File: src/rtl/nn_pkg.sv
// Shared definitions for the neuron datapath: data widths, saturation
// limits and the accumulation sequencer state type.
package nn_pkg;

  localparam int DATA_W = 18;
  localparam int SUM_W  = 19;

  localparam logic signed [DATA_W-1:0] SAT_MAX = 18'sh1FFFF;
  localparam logic signed [DATA_W-1:0] SAT_MIN = 18'sh20000;

  typedef enum logic [1:0] {
    ST_IDLE  = 2'd0,
    ST_ACCUM = 2'd1,
    ST_DONE  = 2'd2
  } state_e;

endpackage

File: src/rtl/sat_add18.sv
// Combinational 18+18 signed add carried out at 19 bits, then clamped back
// into the 18-bit range. clamp_o reports that the result was pinned to a
// rail.
module sat_add18
  import nn_pkg::*;
(
  input  logic signed [DATA_W-1:0] a_i,
  input  logic signed [DATA_W-1:0] b_i,
  output logic signed [DATA_W-1:0] sum_o,
  output logic                     clamp_o
);

  logic signed [SUM_W-1:0] wide_sum;

  // The two top bits of the 19-bit sum disagree exactly when the value
  // falls outside the 18-bit range. The top bit gives the overflow direction.
  always_comb begin
    wide_sum = {a_i[DATA_W-1], a_i} + {b_i[DATA_W-1], b_i};
    sum_o    = wide_sum[DATA_W-1:0];
    clamp_o  = 1'b0;
    if (wide_sum[SUM_W-1] != wide_sum[SUM_W-2]) begin
      clamp_o = 1'b1;
      sum_o   = wide_sum[SUM_W-1] ? SAT_MIN : SAT_MAX;
    end
  end

endmodule

File: src/rtl/neuron_accum_ctrl.sv
// Single-adder accumulation sequencer for one neuron.
// The accumulator is loaded with the bias, adds NUM_TERMS streamed products
// with per-addition saturation, and then offers the sum downstream.
module neuron_accum_ctrl
  import nn_pkg::*;
#(
  parameter int NUM_TERMS = 16,
  parameter int CNT_W     = $clog2(NUM_TERMS + 1)
) (
  input  logic                     clk,
  input  logic                     rst,
  input  logic                     start,
  input  logic signed [DATA_W-1:0] bias,
  input  logic                     in_valid,
  input  logic signed [DATA_W-1:0] in_data,
  output logic                     in_ready,
  output logic                     out_valid,
  output logic signed [DATA_W-1:0] out_data,
  input  logic                     out_ready,
  output logic                     busy,
  output logic                     sat_flag
);

  // Counter value in the cycle that accepts the final product.
  localparam logic [CNT_W-1:0] LAST_CNT = CNT_W'(NUM_TERMS - 1);

  state_e                    state_q, state_d;
  logic signed [DATA_W-1:0] acc_q, acc_d;
  logic [CNT_W-1:0]         cnt_q, cnt_d;
  logic                     sat_q, sat_d;

  logic                     beat;
  logic signed [DATA_W-1:0] add_sum;
  logic                     add_clamp;

  // This is the only adder. Every beat feeds it the running accumulator.
  sat_add18 u_add (
    .a_i    (acc_q),
    .b_i    (in_data),
    .sum_o  (add_sum),
    .clamp_o(add_clamp)
  );

  assign beat = in_valid && (state_q == ST_ACCUM);

  // Next-state logic for the FSM, term counter, accumulator and sticky clamp flag.
  always_comb begin
    state_d = state_q;
    acc_d   = acc_q;
    cnt_d   = cnt_q;
    sat_d   = sat_q;
    case (state_q)
      ST_IDLE: begin
        if (start) begin
          acc_d   = bias;
          cnt_d   = '0;
          sat_d   = 1'b0;
          state_d = ST_ACCUM;
        end
      end
      ST_ACCUM: begin
        if (beat) begin
          acc_d = add_sum;
          cnt_d = cnt_q + CNT_W'(1);
          if (add_clamp) begin
            sat_d = 1'b1;
          end
          if (cnt_q == LAST_CNT) begin
            state_d = ST_DONE;
          end
        end
      end
      ST_DONE: begin
        if (out_ready) begin
          state_d = ST_IDLE;
        end
      end
      default: begin
        state_d = ST_IDLE;
      end
    endcase
  end

  // State registers. A reset in any state discards the partial sum.
  always_ff @(posedge clk) begin
    if (rst) begin
      state_q <= ST_IDLE;
      acc_q   <= '0;
      cnt_q   <= '0;
      sat_q   <= 1'b0;
    end else begin
      state_q <= state_d;
      acc_q   <= acc_d;
      cnt_q   <= cnt_d;
      sat_q   <= sat_d;
    end
  end

  // Outputs are driven only from registers. There is no path from in_valid to in_ready.
  assign in_ready  = (state_q == ST_ACCUM);
  assign out_valid = (state_q == ST_DONE);
  assign busy      = (state_q == ST_ACCUM) || (state_q == ST_DONE);
  assign out_data  = acc_q;
  assign sat_flag  = sat_q;

endmodule

File: config.mk
export PLATFORM = sky130hd
export DESIGN_NAME = neuron_accum_ctrl
export DESIGN_NICKNAME = d
export VERILOG_FILES = /design/src/rtl/nn_pkg.sv /design/src/rtl/sat_add18.sv /design/src/rtl/neuron_accum_ctrl.sv
export SDC_FILE = /design/constraint.sdc
export NUM_CORES = 1
export LEC_CHECK = 0
export CORE_AREA = 2 2 75 77
export DETAILED_ROUTE_END_ITERATION = 10
export DIE_AREA = 0 0 77 79
export PLACE_DENSITY = 0.74
export REMOVE_ABC_BUFFERS = 1
export SLEW_MARGIN = 30
export SYNTH_ARGS = -nofsm -noshare
export SYNTH_HDL_FRONTEND = slang
export SYNTH_SLANG_ARGS = --single-unit
File: constraint.sdc
create_clock -name clk -period 4 [get_ports clk]
set_clock_uncertainty 0.1 [all_clocks]
set_input_delay 0.4 -clock clk [delete_from_list [all_inputs] [get_ports clk]]
set_output_delay 0.4 -clock clk [all_outputs]
set_load 0.02 [all_outputs]
==> results of run 1 <==
-- where the power goes --
| group | switching, W | internal [W] | leakage, nW | total, W |
|---|---|---|---|---|
| clock network | 0.0000899 | 0.0000882 | 0.0288 | 0.000178 |
| logic | 0.000404 | 0.000326 | 0.957 | 0.000730 |
| registers | 0.0000365 | 0.000298 | 0.213 | 0.000334 |
-- kinds of logic (layout without fill, tap and decap cells) --
family                   Yosys count  in the layout  share of synthesized area [%]
AO/OA/AOI/OAI                    104            104                           32.9
AND/OR/NAND/NOR                   81             81                           18.3
adder cells (fa/ha/maj)           26             26                           14.3
flip-flops                        26             26                           22.6
buffers and inverters             23             80                           5.17
XOR/XNOR                          13             13                           4.95
multiplexers                       4              4                           1.74
-- layout make-up --
cell class | instances | area share [%]
Multi-Input combinational cell | 228 | 55.1
Tap cell | 72 | 2.98
Inverter | 9 | 1.12
Timing Repair Buffer | 67 | 21.7
Clock buffer | 4 | 1.82
Sequential cell | 26 | 17.2
-- tightest hold or removal path, delay by kind of cell, from the launching register on --
kind / cells / cell delay (ns)
DFF: 1 / 0.34
and+or+nand+nor: 1 / 0.06
AOI/OAI and AO/OA: 1 / 0.05
-- worst max-delay path by stage --
stage | endpoint | slack (ns) | cells past startpoint
6_report | out_data[3] | 0.30 | 11
5_1_grt | out_data[3] | 0.15 | 11
4_1_cts | out_data[3] | 0.31 | 11
3_5_place_dp | out_data[16] | 0.02 | 11
3_3_place_gp | out_data[11] | 0.13 | 11
2_1_floorplan | out_data[16] | 0.84 | 10
-- registers in the layout, indices dropped and copies added (netlist names) --
register / flops
out_data: 18
state_q: 2
cnt_q: 5
sat_flag: 1
-- per-stage QoR --
| step | hold WS [ns] | std cells |
|---|---|---|
| floorplan | 0.354 | 263 |
| global placement | 0.365 | 402 |
| detailed placement | 0.373 | 402 |
| CTS | 0.395 | 406 |
| global route | 0.421 | 406 |
| finish | 0.393 | 406 |
-- cell usage in the layout (no fill, tap or decap), types with 2 or more instances in the layout --
cell type,count
or3_1,2
a311oi_1,2
a21o_1,7
nand3_1,12
buf_4,5
o211ai_1,2
xnor2_1,6
a211oi_1,5
a2111oi_2,2
dfxtp_1,26
mux2i_1,4
o31ai_1,7
clkbuf_8,4
ha_1,23
nand2b_1,3
clkdlybuf4s50_1,62
a221oi_1,4
xor2_1,7
and3_1,5
a21oi_1,36
inv_1,9
nor2_1,19
o21ai_0,8
a31oi_1,6
nand2_1,21
a21boi_0,3
nor3_1,4
nor2b_1,3
o21a_1,5
-- per-layer routing --
| metal | track usage [%] | wire (um) |
|---|---|---|
| met3 | 3.41 | 374 |
| met4 | 3.75 | 50 |
| met5 | 0 | 0 |
| met2 | 35.3 | 2980 |
| met1 | 27.7 | 2850 |
==> impl_metrics.json, run 1 <==
{
  "status": "complete, no violations",
  "worstHoldPathCells": 2,
  "die_h_um": 79,
  "async_reset_ff_share_pct": 0,
  "regToRegEndpoint": "out_data[3]",
  "rrSetupSlack_ns": 0.49,
  "cts_setup_buffers": 0,
  "initial_core_util_pct": 43.1,
  "hold_class": "register to register",
  "clock_path_buffers": 2,
  "fin_crit_sh_pct": 92.5,
  "dp_hpwl_mm": 4.68,
  "max_freq_mhz": 270,
  "crit_family": "compound AO/OA/AOI/OAI gates",
  "grt-ovfl-total": 0,
  "synthMostInstantiatedCell": "a21oi_1",
  "required_ns": 4.04,
  "synth_area_per_cell_um2": 8.30,
  "ioPinCount": 63,
  "area_delta_synth_final_pct": 31.6,
  "first_pass_iters": 4,
  "htreeDepth": 1,
  "path_buf_inv": 1,
  "max-vdd-ir-drop_mv": 0.245,
  "arrival_ns": 3.74,
  "syn_area_mm2": 0.00230,
  "post_cts_resized": 0,
  "routed_via_density": 5.68,
  "final_util_pct": 56.7,
  "drv_cap": 0,
  "setup_viol": 0,
  "design.die.area_mm2": 0.00608,
  "track_usage_pct": 20.6,
  "cp_cell_sequence": "clkdlybuf4s50_1 -> ha_1 -> fa_1 -> a211o_1 -> a21oi_1 -> a2111oi_4 -> a221o_2 -> a41oi_4 -> o21ai_2 -> a221oi_1 -> a311oi_1",
  "worstSkewPairLatency_ns": 0.28,
  "remaining_drc_errors": 0,
  "dp_slack_ns": 0.0156,
  "cp_slowest_cell": "fa_1",
  "cts_num_sinks": 26,
  "synth_common_cells": "36 x a21oi_1, 26 x dfxtp_1, 23 x ha_1",
  "yosysWarnings": 0,
  "worstMarginPinSlew_ns": 0.668,
  "final_cell_area_mm2": 0.00303,
  "synthFlopType": "dfxtp_1",
  "hp-start": "out_data[17]",
  "io_buffers": 62,
  "synth.distinct_cells": 62,
  "startpoint": "in_data[0]",
  "path_max_fanout": 15,
  "r2r_start": "out_data[0]",
  "hold_viol": 0,
  "cpPeakStageDelay_ns": 0.44,
  "maxSlewViolCount": 0,
  "nNetsFinal": 400,
  "cts_buffers": 3,
  "multi_input_area_mm2": 0.00167,
  "synth_edf_count": 0,
  "synth-seq-area-share_pct": 22.6,
  "place_congestion": 0.929,
  "wl_per_cell_um": 15.4,
  "grt_pass1_vias": 2141,
  "die_x_um": 77,
  "totalPowerFinal_w": 0.00124,
  "whs_endpoint": "out_data[17]",
  "core-area_mm2": 0.00534,
  "maxSlewHeadroom_pct": 55.5,
  "synth.top_cell.area_share_pct": 22.6,
  "synthCells": 277,
  "setup_tns_ns": 0,
  "p_leak_nw": 1.20,
  "rows": 27,
  "synth_area_leader_cell": "dfxtp_1",
  "synthTopCellsByArea": "dfxtp_1 23%, ha_1 13%, a21oi_1 7.8%, nand2_1 3.4%, nor2_1 3.1%",
  "grt_pass1_wl_mm": 10.3,
  "detail_route.iter0.violations": 120,
  "path_clk_slew_ns": 0.09,
  "antenna_found_initial": 0,
  "clock-root-buffer": "clkbuf_8",
  "wl_mm": 6.25,
  "setup_slack_ns": 0.299,
  "criticalPathCategory": "input port to register",
  "cp-start-kind": "input port",
  "ys_ff_latch": 26,
  "period_needed_ns": 3.70,
  "rsz0062_at_grt": "no",
  "ctsHoldBuffers": 0,
  "placedInstanceArea_mm2": 0.00297,
  "seqCellArea_um2": 520,
  "insertedDiodeCount": 0,
  "vias": 2305,
  "drive_gt1_share_pct": 7.49,
  "powerDensity_mw_per_mm2": 410,
  "cts_tree": "built",
  "ant_nets": 0,
  "fillers": 509,
  "endpoint_kind": "register",
  "rr_worst_depth": 10,
  "grt_max_degree": 23
}
Power figures use the tool's default switching activity.
==> run 2: changes to the inputs <==
- CORE_AREA: 2 2 75 77 -> 3 3 76 78
- DIE_AREA: 0 0 77 79 -> 0 0 79 81
- DONT_BUFFER_PORTS: not set -> 1
- PLACE_DENSITY: 0.74 -> not set
- PLACE_DENSITY_LB_ADDON: not set -> 0.05
==> run 2 against run 1 <==
Register-to-register slack lost 0.13 ns. Hold slack got worse by 0.32 ns. Sequential power increased by 14%. Critical path depth shrank 1. Global-route usage is 0.86 points lower. Die area grew 5.2%. Cell count shrank 17%. Design area fell by 21%. Sequential share of layout area increased by 4.6 points. Largest cell class unchanged. Setup slack improved by 0.066 ns.
==> impl_metrics.json, run 2 (synthesis gave the netlist of run 1 again) <==
{
  "track_usage_pct": 19.7,
  "post_cts_resized": 0,
  "required_ns": 4.05,
  "path_max_fanout": 15,
  "hp-start": "rst",
  "ant_nets": 0,
  "routed_via_density": 5.91,
  "wl_mm": 6.15,
  "htreeDepth": 1,
  "path_buf_inv": 0,
  "final_cell_area_mm2": 0.00239,
  "powerDensity_mw_per_mm2": 490,
  "worstSkewPairLatency_ns": 0.28,
  "pwr-share-clk_pct": 19.7,
  "area_delta_synth_final_pct": 3.92,
  "cp-start-kind": "register",
  "mostFrequentLayoutCells": "36 x a21oi_1, 26 x dfxtp_1, 23 x ha_1",
  "cts_num_sinks": 26,
  "first_pass_iters": 6,
  "antenna_found_initial": 0,
  "insertedDiodeCount": 0,
  "worstMarginPinSlew_ns": 0.782,
  "dp_hpwl_mm": 4.52,
  "totalPowerFinal_w": 0.00117,
  "period_needed_ns": 3.64,
  "grt_max_degree": 23,
  "endpoint_kind": "register",
  "cts_buffers": 3,
  "drive_gt1_share_pct": 7.84,
  "arrival_ns": 3.69,
  "cp_slowest_cell": "fa_1",
  "path_clk_slew_ns": 0.11,
  "nNetsFinal": 334,
  "ioPinCount": 63,
  "status": "complete, no violations",
  "remaining_drc_errors": 0,
  "cp_cell_sequence": "ha_1 -> fa_1 -> a211o_1 -> a21oi_1 -> a2111oi_4 -> a221o_2 -> a41oi_4 -> o21ai_2 -> a221oi_1 -> a311oi_1",
  "p_leak_nw": 0.952,
  "seq_power_share_pct": 32.4,
  "grt-ovfl-total": 0,
  "whs_ns": 0.0740,
  "rows": 26,
  "detail_route.iter0.violations": 109,
  "place_congestion": 0.847,
  "placedInstanceArea_mm2": 0.00232,
  "p_sw_w": 0.000516,
  "ctsHoldBuffers": 0,
  "max-vdd-ir-drop_mv": 0.224,
  "r2r_start": "out_data[0]",
  "wl_per_cell_um": 18.2,
  "final_util_pct": 46.5,
  "hold_class": "input port to register",
  "cpPeakStageDelay_ns": 0.44,
  "clock_path_buffers": 2,
  "setup_viol": 0,
  "maxSlewViolCount": 0,
  "die_x_um": 79,
  "crit_family": "compound AO/OA/AOI/OAI gates",
  "final_common_cell": "a21oi_1",
  "cts_setup_buffers": 0,
  "io_buffers": 0,
  "cts_tree": "built",
  "clock-root-buffer": "clkbuf_8",
  "grt_pass1_wl_mm": 10.0,
  "fin_crit_sh_pct": 90.9,
  "swShare_pct": 44.1,
  "drv_cap": 0,
  "initial_core_util_pct": 44.7,
  "startpoint": "out_data[0]",
  "vias": 1998,
  "maxSlewHeadroom_pct": 47.8,
  "largest_reg_flops": 18,
  "p_int_w": 0.000654,
  "hold_viol": 0,
  "grt_pass1_vias": 2038,
  "die_h_um": 81,
  "p_comb_share_pct": 47.9,
  "max_freq_mhz": 275,
  "setup_tns_ns": 0,
  "core-area_mm2": 0.00514,
  "rsz0062_at_grt": "no",
  "criticalPathCategory": "register to register",
  "design.die.area_mm2": 0.00640
}
## run 2: area by class of cell
cell class	instances	area, um^2
Fill cell	571	2750
Multi-Input combinational cell	228	1670
Sequential cell	26	520
Tap cell	70	87.6
Clock buffer	3	41.3
Inverter	9	33.8
Clock inverter	1	30.0
Timing Repair Buffer	1	7.51
## run 2: layer usage
layer / vias to the layer above / GRT usage [%] / wire length, um
met2: 42 / 34.0 / 2890
met5: - / 0 / 0
met4: 0 / 3.09 / 27
li1: 1024 / - / -
met1: 930 / 24.5 / 2790
met3: 2 / 6.54 / 435
## run 2: final timing paths
| check | endpoint | slack [ns] | cells past startpoint |
|---|---|---|---|
| max | out_data[3] | 0.36 | 10 |
| max reg2reg | out_data[3] | 0.36 | 10 |
| min reg2reg | cnt_q[4] | 0.39 | 2 |
| min | out_data[4] | 0.07 | 1 |
## run 2: per-stage QoR
step,worst slack (ns),std cells
after floorplan,0.844,263
after global placement,0.371,334
after detailed placement,0.391,334
after CTS,0.361,338
after global routing,0.167,338
final,0.364,338
## run 2: power groups by stage
stage / clock [W] / sequential, W / combinational, W
finish: 0.000230 / 0.000380 / 0.000560
global route: 0.000247 / 0.000387 / 0.000625
CTS: 0.000240 / 0.000381 / 0.000561
detailed placement: 0 / 0.000387 / 0.000558
global placement: 0 / 0.000387 / 0.000554
floorplan: 0 / 0.000375 / 0.000443
==> run 3: changes to the inputs <==
- MAX_ROUTING_LAYER: not set -> met4
==> run 3 against run 2 <==
Power barely moved. Sequential power barely moved. Sequential cell count did not move. Sequential share of layout area did not move. Maximum frequency fell by 0.46%. Core utilization did not move. Largest cell class unchanged. Critical endpoint unchanged. Non-clock buffer count did not move. Combinational power barely moved. Count of clock-buffer cells in the layout did not move. Global-route usage rose by 0.57 points. Setup slack got worse by 0.017 ns. Routed wire length rose by 0.80%.
==> impl_metrics.json, run 3 (synthesis gave the netlist of run 1 again) <==
{
  "design.die.area_mm2": 0.00640,
  "grt-ovfl-total": 0,
  "final_cells": 338,
  "insertedDiodeCount": 0,
  "ioPinCount": 63,
  "final_common_cell": "a21oi_1",
  "powerDensity_mw_per_mm2": 490,
  "path_max_fanout": 15,
  "worstMarginPinSlew_ns": 0.787,
  "initial_core_util_pct": 44.7,
  "setup_slack_ns": 0.348,
  "hold_viol": 0,
  "met3_length_um": 405,
  "cts_tree": "built",
  "io_buffers": 0,
  "nNetsFinal": 334,
  "max_freq_mhz": 274,
  "cts_buffers": 3,
  "largest_reg_flops": 18,
  "drv_cap": 0,
  "drive_gt1_share_pct": 7.84,
  "post_cts_resized": 0,
  "hold_class": "input port to register",
  "cts_num_sinks": 26,
  "die_x_um": 79,
  "cp-start-kind": "register",
  "drt-met1-wl_mm": 2.83,
  "mostFrequentLayoutCells": "36 x a21oi_1, 26 x dfxtp_1, 23 x ha_1",
  "status": "complete, no violations",
  "period_needed_ns": 3.65,
  "p_leak_nw": 0.952,
  "grt_max_degree": 23,
  "first_pass_iters": 6,
  "required_ns": 4.05,
  "ctsHoldBuffers": 0,
  "path_clk_slew_ns": 0.11,
  "routed-wl-met2_mm": 2.93,
  "remaining_drc_errors": 0,
  "rows": 26,
  "track_usage_pct": 20.3,
  "dp_slack_ns": 0.391,
  "maxSlewViolCount": 0,
  "rsz0062_at_grt": "no",
  "worstSkewPairLatency_ns": 0.28,
  "cts_setup_buffers": 0,
  "antenna_found_initial": 0,
  "setup_viol": 0,
  "max-vdd-ir-drop_mv": 0.224,
  "dp_hpwl_mm": 4.52,
  "wl_per_cell_um": 18.3,
  "place_congestion": 0.860,
  "clock_path_buffers": 2,
  "core-area_mm2": 0.00514,
  "fin_crit_sh_pct": 91.3,
  "vias": 2000,
  "grt_pass1_vias": 2038,
  "detail_route.iter0.violations": 102,
  "ant_nets": 0,
  "routed_via_density": 5.92,
  "grt_pass1_wl_mm": 10.0,
  "wl_mm": 6.19,
  "arrival_ns": 3.70,
  "topRoutingLayerUsed": "met4",
  "endpoint_kind": "register",
  "criticalPathCategory": "register to register",
  "die_h_um": 81,
  "setup_tns_ns": 0,
  "htreeDepth": 1,
  "clock-root-buffer": "clkbuf_8",
  "dpl.cell_count": 334,
  "fillers": 571,
  "area_delta_synth_final_pct": 3.92,
  "maxSlewHeadroom_pct": 47.5
}
## run 3: cell counts in the layout (fill, tap and decap cells not counted)
No cell type changed its count.
## run 3: metal layers
layer  global-route usage, %  vias to the layer above
met4                    3.09                        0
li1                        -                     1023
met3                    5.54                        2
met1                    25.1                      925
met5                       -                        -
met2                    34.0                       50
## run 3: cell type report
cell class,instances,area (um^2),area share (%)
inverters,9,33.8,1.41
multi-input cells,228,1670,69.8
repair buffers,1,7.51,0.314
flip-flops and latches,26,520,21.8
well taps,70,87.6,3.66
clock inverters,1,30.0,1.26
clock buffers,3,41.3,1.73
## run 3: worst paths after layout
check,startpoint,to,slack (ns),cells past startpoint
worst max register to register,out_data[0],out_data[3],0.35,10
worst max-delay path,out_data[0],out_data[3],0.35,10
worst min-delay path,rst,out_data[16],0.07,1
worst min register to register,cnt_q[4],cnt_q[4],0.39,2
## run 3: stage by stage
step	util, %	cell area [um^2]	total power (W)	hold WS, ns
detailed placement	45.1	2320	0.000945	0.377
finish	46.5	2390	0.00117	0.0733
global route	46.5	2390	0.00126	0.0604
global placement	44.9	2310	0.000941	0.371
floorplan	-	2210	0.000818	0.354
CTS	46.5	2390	0.00118	0.0637
## run 3: power breakdown
part	switching, W	total [W]	internal, W
sequential	0.0000822	0.000380	0.000298
clock	0.0000968	0.000231	0.000134
combinational	0.000338	0.000561	0.000223
## run 3: worst max-delay path: stages (launching register included)
cell,delay (ns)
dfxtp_1,0.40
ha_1,0.25
fa_1,0.44
a211o_1,0.32
a21oi_1,0.34
a2111oi_4,0.14
a221o_2,0.43
a41oi_4,0.36
o21ai_2,0.31
a221oi_1,0.34
a311oi_1,0.08
